==> src/rtl/kernel_bank.sv <==
// Convolution-kernel store: NUM_KERNELS signed SIZE x SIZE banks loaded over a
// valid/ready coefficient stream, with one registered active kernel switched on frame_start.
module kernel_bank #(
  parameter int SIZE         = 3,
  parameter int KERNEL_WIDTH = 8,
  parameter int NUM_KERNELS  = 4,
  localparam int SEL_W       = (NUM_KERNELS > 1) ? $clog2(NUM_KERNELS) : 1,
  localparam int NC          = SIZE * SIZE
) (
  input  logic                       clk,
  input  logic                       reset_n,
  input  logic                       load_start,
  input  logic [SEL_W-1:0]           load_sel,
  input  logic                       load_abort,
  input  logic                       coef_valid,
  input  logic [KERNEL_WIDTH-1:0]    coef_data,
  output logic                       coef_ready,
  output logic                       load_busy,
  output logic                       load_done,
  output logic                       load_error,
  input  logic                       frame_start,
  input  logic [SEL_W-1:0]           active_sel,
  output logic [SEL_W-1:0]           active_idx,
  output logic [NC*KERNEL_WIDTH-1:0] kernel
);

  localparam int KW    = KERNEL_WIDTH;
  localparam int CNT_W = (NC > 1) ? $clog2(NC) : 1;

  localparam logic [1:0] S_IDLE   = 2'd0;
  localparam logic [1:0] S_LOAD   = 2'd1;
  localparam logic [1:0] S_COMMIT = 2'd2;

  typedef logic [NC-1:0][KW-1:0] kern_t;

  // Reset contents: Sobel-Y, Sobel-X, identity, zeros for 3x3; identity otherwise.
  function automatic kern_t dflt_bank(input int b);
    kern_t k;
    int r, c, v;
    for (int i = 0; i < NC; i++) begin
      r = i / SIZE;
      c = i % SIZE;
      if (SIZE != 3) v = (i == NC / 2) ? 1 : 0;
      else begin
        case (b)
          0:       v = (r - 1) * ((c == 1) ? 2 : 1);
          1:       v = (c - 1) * ((r == 1) ? 2 : 1);
          2:       v = (i == NC / 2) ? 1 : 0;
          default: v = 0;
        endcase
      end
      k[i] = KW'(v);
    end
    return k;
  endfunction

  logic [1:0]       state_q, state_d;
  logic [SEL_W-1:0] sel_q, sel_d;
  logic [CNT_W-1:0] cnt_q, cnt_d;
  logic             err_q, err_d;
  logic             beat;
  logic             load_ok, act_ok;
  kern_t            staging_q;
  kern_t            kernel_q;
  logic [SEL_W-1:0] active_q;
  kern_t [NUM_KERNELS-1:0] bank_q;

  // A power-of-two bank count makes every select value legal.
  if ((1 << SEL_W) == NUM_KERNELS) begin : g_pow2
    assign load_ok = 1'b1;
    assign act_ok  = 1'b1;
  end else begin : g_npow2
    assign load_ok = load_sel < SEL_W'(NUM_KERNELS);
    assign act_ok  = active_sel < SEL_W'(NUM_KERNELS);
  end

  always_comb begin
    state_d = state_q;
    sel_d   = sel_q;
    cnt_d   = cnt_q;
    err_d   = 1'b0;
    beat    = 1'b0;
    case (state_q)
      S_IDLE: begin
        if (load_start) begin
          if (load_ok) begin
            sel_d   = load_sel;
            cnt_d   = '0;
            state_d = S_LOAD;
          end else begin
            err_d = 1'b1;
          end
        end
      end
      S_LOAD: begin
        if (load_abort) begin
          state_d = S_IDLE;
        end else if (coef_valid) begin
          beat  = 1'b1;
          cnt_d = cnt_q + CNT_W'(1);
          if (cnt_q == CNT_W'(NC - 1)) begin
            cnt_d   = '0;
            state_d = S_COMMIT;
          end
        end
      end
      S_COMMIT: state_d = S_IDLE;
      default:  state_d = S_IDLE;
    endcase
  end

  always_ff @(posedge clk or negedge reset_n) begin
    if (!reset_n) begin
      state_q   <= S_IDLE;
      sel_q     <= '0;
      cnt_q     <= '0;
      err_q     <= 1'b0;
      staging_q <= '0;
    end else begin
      state_q <= state_d;
      sel_q   <= sel_d;
      cnt_q   <= cnt_d;
      err_q   <= err_d;
      if (beat) staging_q[cnt_q] <= coef_data;
    end
  end

  always_ff @(posedge clk or negedge reset_n) begin
    if (!reset_n) begin
      for (int b = 0; b < NUM_KERNELS; b++) bank_q[b] <= dflt_bank(b);
    end else if (state_q == S_COMMIT) begin
      bank_q[sel_q] <= staging_q;
    end
  end

  // The bank write lands on the same edge, so a same-bank switch forwards staging.
  always_ff @(posedge clk or negedge reset_n) begin
    if (!reset_n) begin
      active_q <= '0;
      kernel_q <= dflt_bank(0);
    end else if (frame_start && act_ok) begin
      active_q <= active_sel;
      kernel_q <= (state_q == S_COMMIT && sel_q == active_sel) ? staging_q : bank_q[active_sel];
    end
  end

  assign coef_ready = (state_q == S_LOAD);
  assign load_busy  = (state_q == S_LOAD) || (state_q == S_COMMIT);
  assign load_done  = (state_q == S_COMMIT);
  assign load_error = err_q;
  assign active_idx = active_q;
  assign kernel     = kernel_q;

endmodule

==> config.mk <==
export PLATFORM = sky130hd
export DESIGN_NAME = kernel_bank
export DESIGN_NICKNAME = d
export VERILOG_FILES = /design/src/rtl/kernel_bank.sv
export SDC_FILE = /design/constraint.sdc
export NUM_CORES = 1
export LEC_CHECK = 0
export CORE_UTILIZATION = 35
export CTS_CLUSTER_DIAMETER = 80
export DETAILED_ROUTE_END_ITERATION = 16
export GPL_ROUTABILITY_DRIVEN = 0
export PLACE_DENSITY_LB_ADDON = 0.15
export SYNTH_ARGS = -nofsm -noshare
export SYNTH_HDL_FRONTEND = slang
export SYNTH_SLANG_ARGS = --single-unit
==> constraint.sdc <==
create_clock -name clk -period 2.1 [get_ports clk]
set_input_delay 0.21 -clock clk [delete_from_list [all_inputs] [get_ports clk]]
set_output_delay 0.21 -clock clk [all_outputs]
set_load 0.01 [all_outputs]
; Word-level counts from Yosys, hierarchy flattened
; Index checks and enable logic that the tools add are counted.
[totals]
regBits = 442
elab_cells = 104
input_bits = 18
output_inout_bits = 78
[op_classes]
mux = 22
n_eq_ne = 9
n_lt_le_gt_ge = 5
reduce_logical = 9
addsub = 1
[op_table]
columns = operator, n
row1 = bitwise mux 288 bit, 1
row2 = two-way mux 72 bit, 3
row3 = binary-select mux 72 bit (select 2 bit), 1
row4 = demux 72 bit (select 2 bit), 1
row5 = bitwise mux 72 bit, 1
row6 = demux 8 bit (select 4 bit), 1
row7 = two-way mux 4 bit, 4
row8 = two-way mux 2 bit, 4
row9 = two-way mux 8 bit, 1
row10 = one-hot mux 4 bit (2 select lines), 1
row11 = "< comparator 2 x 3 -> 1 bit, second input constant", 2
row12 = "inequality test 2 bit, second input constant", 3
row13 = "< comparator 4 x 5 -> 1 bit, second input constant", 1
row14 = "adder 4 x 1 -> 4 bit, second input constant", 1
row15 = "equality test 4 bit, second input constant", 1
row16 = "greater-or-equal comparator 4 x 1 -> 1 bit, second input constant", 1
row17 = one-hot mux 2 bit (2 select lines), 1
row18 = AND reduction 4 bit, 1
row19 = logical AND 1 bit, 3
row20 = two-way mux 1 bit, 3
row21 = "inequality test 3 x 2 -> 1 bit, second input constant", 1
row22 = "inequality test 3 bit, second input constant", 1
row23 = AND reduction 3 bit, 1
row24 = "equality test 2 x 1 -> 1 bit, second input constant", 1
row25 = 7 further kinds, 7

; Logic depth before layout (Yosys ltp)
; Gate-level depths: netlist (run 1).
[logic_depth]
ltp_word = 5
depth_mapped = 7
mapped_depth_nobuf = 5

; Worst setup path after synthesis (run 1)
; OpenSTA, ideal clock, no wires.
[synth_timing]
path_kind = register -> register
start = register state_q[0]
end = register bank_q[26] (netlist name)
period_less_slack_ps = 1974
required_time_ps = 1975
setup_time_ps = 125
setup_slack_ps = 126
t_arrival_ps = 1849
stages_incl_launch_ff = 7
path_buffers = 1
path_cell_list = dfrtp_1 inv_1 ha_1 inv_1 nor3_2 buf_2 mux2_2
[synth_between]
elab_chain_cells = 1
[synth_lines]
columns = item, line_no
row1 = "start, declared", 57  ; logic [1:0] state_q, state_d;
row2 = "start signal, assigned", 120  ; state_q <= state_d;
row3 = equality test 2 bit, --
row4 = named net load_done, 19  ; output logic load_done,
row5 = "end signal, assigned by index", 132  ; bank_q[sel_q] <= staging_q;
row6 = "end, declared", 66  ; kern_t [NUM_KERNELS-1:0] bank_q;
; The timed path passes the listed nets, and every way through them passes these cells.
; A chain may end at the register's enable or synchronous reset.

; Worst setup path after layout (run 1)
[layout_timing]
start = register state_q[0]
end = register kernel_q, in the netlist kernel[51]
[layout_between]
elab_chain_cells = 3
[layout_lines]
columns = item, line_no
row1 = equality test 2 bit, 143  ; kernel_q <= (state_q == S_COMMIT && sel_q == active_sel) ? staging_q : bank_q[active_sel];
row2 = logical AND 1 bit, 143
row3 = two-way mux 72 bit, 143
row4 = "end signal, assigned", 140  ; kernel_q <= dflt_bank(0);
row5 = "end signal, assigned", 143
row6 = "end, declared", 64  ; kern_t kernel_q;
; Every way passes these cells.

==> results_dict.tcl, run 1 <==
set metrics [dict create \
    status "completed" \
    die_h_um 236 \
    total_power_mw 25.0 \
    synthAdderAreaFrac_pct 0.524 \
    finalWirelength_mm 46.4 \
    fp.dieW_um 236 \
    syn_nets 1198 \
    power.share.switching_pct 26.0 \
    rrSetupSlack_ps 180 \
    synth_compound_area_share_pct 4.35 \
    wl_per_cell_um 22.6 \
    vias_per_cell 5.22 \
    synth.distinct_cells 43 \
    reg2regPathDepth 6 \
    drt_iter0_drc 467 \
    setup_violations 0 \
    synth_edf_count 0 \
    cts_buffer_depth 3 \
    path_clk_slew_ps 60 \
    period_minus_slack_ps 1920 \
    synthXorXnorAreaFrac_pct 0.131 \
    core_um2 53900 \
    htreeDepth 2 \
    async_flop_share_pct 100 \
    p_per_area_nw_per_um2 1080 \
    cts_buffers 50 \
    fmax_mhz 522 \
    cts_sinks 442 \
    crit_type "flip-flop to flip-flop" \
    skew_ps 15.4 \
    rows 85 \
    groute.usage.overall_pct 17.3 \
    path_max_fanout 23 \
    share_comb_of_total_power_pct 17.6 \
    syn_area_per_cell_um2 16.3 \
    synth.area.mux_share_pct 30.0 \
    min_path_type "input pin to flip-flop" \
    die_area_um2 55500 \
    worst_setup_path_end_kind "flip-flop" \
    synth_seq_area_share_pct 58.4 \
    antenna_found_initial 1 \
    ant_nets 0 \
    drv_cap 0 \
    nFillCells 4806 \
    drc 0 \
    worst_slew_pin_slew_ps 700 \
    hold_violations 0 \
    finalSetupTns_ps 0 \
    grt_setup_unrepaired "no" \
    clkPwrFrac_pct 36.8 \
    finalCritPeriodShare_pct 91.2 \
    yosysTopAreaCell "dfrtp_1" \
    synth_top_area_share_pct 47.5 \
    required_ps 2560 \
    nNetsFinal 1341 \
    final_cells 2052 \
    switchingPower_mw 6.50 \
    cp.arrival_ps 2370 \
    hold_end "kernel[6]" \
    synthTopCellsByCount "363 x dfrtp_1, 355 x mux2_2, 79 x dfstp_2" \
    p_leak_nw 10.7 \
    start_util_pct 35.4 \
    ir_worst_vdd_uv 611 \
    antenna_cells 0 \
    netlist_area_um2 19100 \
    firstDrtPassIters 4 \
    place_inst 1956 \
    synth_top_family_by_area "multiplexers" \
    reg2reg_to "kernel[51]" \
    hpwl_mm 27.4 \
    gr-total-overflow 0 \
    ys_warn_count 0 \
    grt_pass1_wl_mm 73.3 \
    netlist_instances 1172 \
    seqPwrFrac_pct 45.5 \
    cts_tree "yes" \
    relSlewSlack_pct 53.3 \
    numPortBuffers 94 \
    worstHoldStart "frame_start" \
    synth_seq_cells 442 \
    synth_area_leaders "dfrtp_1 48%, mux2_2 21%, dfstp_2 11%" \
    grt_pass1_vias 11500 \
    root_buffer "clkbuf_16" \
    cellInternalPower_mw 18.5 \
    startpoint_type "flip-flop" \
    slew_viol_final 0 \
    r2r-start "state_q[0]" \
    hold_depth 3 \
    insertion_delay_ps 580 \
    grt_max_degree 74 \
    syn2layout_area_growth_pct 21.3 \
    synth-simple-area-share_pct 3.70 \
    vias 10700 \
    yosys_most_used_dff "dfrtp_1" \
    ios 96 \
    layout-drive-gt1-share_pct 50.1 \
    synth_most_common_cell "dfrtp_1" \
]
-- cells by family after synthesis --
kind of cell,after synthesis
AO/OA/AOI/OAI,86
XOR/XNOR,2
adder cells (fa/ha/maj),8
buffers and inverters,87
flip-flops,442
multiplexers,437
other,1
AND/OR/NAND/NOR,109
-- cell type report --
class | count | area, um2 | area share (%)
timing repair buffer | 170 | 1920 | 8.27
multi-input combinational | 643 | 7440 | 32.1
clock buffer | 77 | 1540 | 6.66
sequential | 442 | 11200 | 48.1
inverter | 8 | 30.0 | 0.130
tap | 696 | 871 | 3.76
clock inverter | 16 | 215 | 0.928
-- what timing repair did --
item / CTS / global route
endpoints found under the setup margin: 3 / 0
gates resized for setup: 8 / 0
hold buffers: 1 / 0
buffers inserted: 2 / 0
endpoints found under the hold margin: 216 / 0
-- power by group through the flow --
stage	Clock, mW	Combinational [mW]	Sequential [mW]
after floorplan	0	2.77	11.2
after global placement	0	4.35	11.5
after detailed placement	0	4.41	11.5
after CTS	9.47	4.48	11.4
after global routing	9.80	4.75	11.6
final	9.19	4.40	11.4
-- how the worst max path moves through the flow --
stage	startpoint	slack [ps]	end	depth (start not counted)
after floorplan	state_q[0]	130	bank_q[26]	6
after global placement	load_abort	120	staging_q[52]	5
after detailed placement	load_abort	130	staging_q[35]	5
after CTS	state_q[0]	140	coef_ready	4
after global routing	cnt_q[1]	80	staging_q[70]	6
final	state_q[0]	180	kernel[51]	6
-- metal layers --
metal / track usage [%] / share of wire [%]
met5: 0 / 0
met4: 5.11 / 2.1
met3: 2.37 / 2.9
met2: 29.8 / 51
met1: 22.7 / 44
-- through the flow --
stage	hold WS (ps)	area [um2]	setup WS, ps	utilization (%)
3_5_place_dp	148	21400	129	39.6
4_1_cts	43.4	23200	142	43.0
2_1_floorplan	-85.6	19100	126	-
3_3_place_gp	146	21400	119	39.6
6_report	76.2	23200	184	43.0
5_1_grt	96.0	23200	79.5	43.0
-- worst max-delay path, stage by stage (launching register included) --
cell	delay (ps)
dfrtp_1	390
inv_2	100
ha_1	180
inv_1	90
o31a_2	480
buf_12	210
a221o_1	330
-- sequential cells by signal, summed over array words and instances, names as in the netlist --
signal	count
kernel	72
active_idx	2
state_q	2
sel_q	2
bank_q	288
staging_q	72
cnt_q	4
-- cells in the final DEF, fill, tap and decap left out, types with 9 or more instances in the layout --
cell type and instances:
mux2_2 355, buf_4 44, nor2b_1 74, mux4_2 72, mux2_1 9, dfstp_2 79, a221o_1 72, clkbuf_1 9
clkbuf_16 51, clkbuf_8 17, clkdlybuf4s50_1 87, dfrtp_1 363, buf_12 33
No activity file was read; power rests on OpenSTA's default activity.
==> run 2: changes to the inputs <==
Settings changed: CORE_UTILIZATION 35 to 55.
==> run 2 against run 1 <==
Net effect: fmax fell by 4.1%; worst setup slack got worse by 83 ps; clock skew fell by 2.7 ps; power fell by 3.7%; critical endpoint is now kernel[61]; cell area fell by 3.5%; largest cell class unchanged.
==> results_dict.tcl, run 2 (same netlist as run 1, synthesis figures left out) <==
set metrics [dict create \
    fp.dieW_um 188 \
    top_register "bank_q" \
    worst_setup_path_end_kind "flip-flop" \
    finalWirelength_mm 41.7 \
    hold_depth 3 \
    path_max_fanout 71 \
    final_cell_mix "363 x dfrtp_1, 355 x mux2_2, 87 x clkdlybuf4s50_1, 79 x dfstp_2, 74 x nor2b_1" \
    cts_buffer_depth 3 \
    startpoint_type "flip-flop" \
    place_inst 1679 \
    cts_tree "yes" \
    final_cells 1770 \
    rows 67 \
    min_path_type "input pin to flip-flop" \
    relSlewSlack_pct 50.9 \
    reg2regPathDepth 6 \
    die_h_um 188 \
    numPortBuffers 94 \
    hold_violations 0 \
    status "completed" \
    htreeDepth 2 \
    insertion_delay_ps 550 \
    finalSetupTns_ps 0 \
    cts_sinks 442 \
    ir_worst_vdd_uv 769 \
    groute.usage.overall_pct 24.3 \
    wl_per_cell_um 23.6 \
    core_um2 33900 \
    vias 10700 \
    p_leak_nw 10.5 \
    antenna_found_initial 3 \
    vias_per_cell 6.06 \
    cp.arrival_ps 2420 \
    p_per_area_nw_per_um2 1070 \
    skew_ps 12.6 \
    required_ps 2520 \
    start_util_pct 56.4 \
    place_area_um2 20700 \
    grt_max_degree 87 \
    ios 96 \
    grt_pass1_wl_mm 66.7 \
    slew_viol_final 0 \
    detailedPlace.worstSlack_ps 111 \
    die_area_um2 35500 \
    root_buffer "clkbuf_16" \
    grt_setup_unrepaired "yes" \
    cts_buffers 47 \
    drc 0 \
    drt_iter0_drc 605 \
    gr-total-overflow 0 \
    drv_cap 0 \
    firstDrtPassIters 5 \
    grt_pass1_vias 11400 \
    setup_violations 0 \
    syn2layout_area_growth_pct 17.1 \
    layout-drive-gt1-share_pct 48.4 \
    nNetsFinal 1310 \
    finalCritPeriodShare_pct 95.2 \
    ant_nets 0 \
    largest_register_ffs 288 \
    path_clk_slew_ps 60 \
    hpwl_mm 23.0 \
    finalInstanceArea_um2 22400 \
    antenna_cells 0 \
    final_util_pct 66.1 \
    worst_slew_pin_slew_ps 734 \
    period_minus_slack_ps 2000 \
    fin_ws_ps 101 \
    fmax_mhz 500 \
    crit_type "flip-flop to flip-flop" \
    final_common_cell "dfrtp_1" \
]
==> run 2: repair_timing <==
action / in CTS / in global routing
gates resized for setup: 4 / 1
cloned: 0 / 1
buffers inserted: 0 / 2
setup endpoints to repair: 3 / 2
hold buffers: 1 / 0
hold endpoints to repair: 312 / 0
pin swaps: 0 / 1
==> run 2: worst paths after layout <==
| check | from | slack, ps | endpoint |
|---|---|---|---|
| min in group asynchronous | reset_n | 140 | bank_q[94] |
| min | frame_start | 120 | kernel[6] |
| max in group asynchronous | reset_n | 1140 | bank_q[57] |
| max | state_q[0] | 100 | kernel[61] |
| max reg2reg | state_q[0] | 100 | kernel[61] |
| min reg2reg | bank_q[47] | 480 | bank_q[47] |
==> run 2: critical path, stage by stage (launching register included) <==
cell     delay [ps]
dfrtp_1         400
inv_1           110
ha_1            180
inv_1           130
o31a_2          390
buf_12          250
a221o_1         380
==> run 2: report_power, final <==
part,switching (mW),internal [mW]
clock,3.31,5.11
sequential,1.12,10.2
combinational,1.81,2.47
==> run 2: layer usage <==
| metal | GRT usage (%) | part of all wire, % |
|---|---|---|
| met4 | 6.33 | 2.1 |
| met5 | 0 | 0 |
| met3 | 3.30 | 4.0 |
| met1 | 33.5 | 44 |
| met2 | 41.0 | 50 |
==> run 2: cell type report <==
type,count,area [um2]
multi-input cells,643,7420
clock inverters,13,146
clock buffers,74,1450
repair buffers,142,1600
fillers,2451,11500
inverters,8,30.0
flip-flops and latches,442,11200
well taps,448,561
==> run 2: per-stage QoR <==
| stage | total power, mW | hold WS [ps] |
|---|---|---|
| 2_1_floorplan | 13.9 | -85.6 |
| 3_3_place_gp | 15.6 | 120 |
| 3_5_place_dp | 15.8 | 118 |
| 4_1_cts | 24.2 | 102 |
| 5_1_grt | 25.1 | 135 |
| 6_report | 24.0 | 117 |
==> run 3: changes to the inputs <==
Settings changed: SLEW_MARGIN from default to 15.
==> results of run 3 <==
No change in the layout: final DEF, timing and power equal those of run 2.
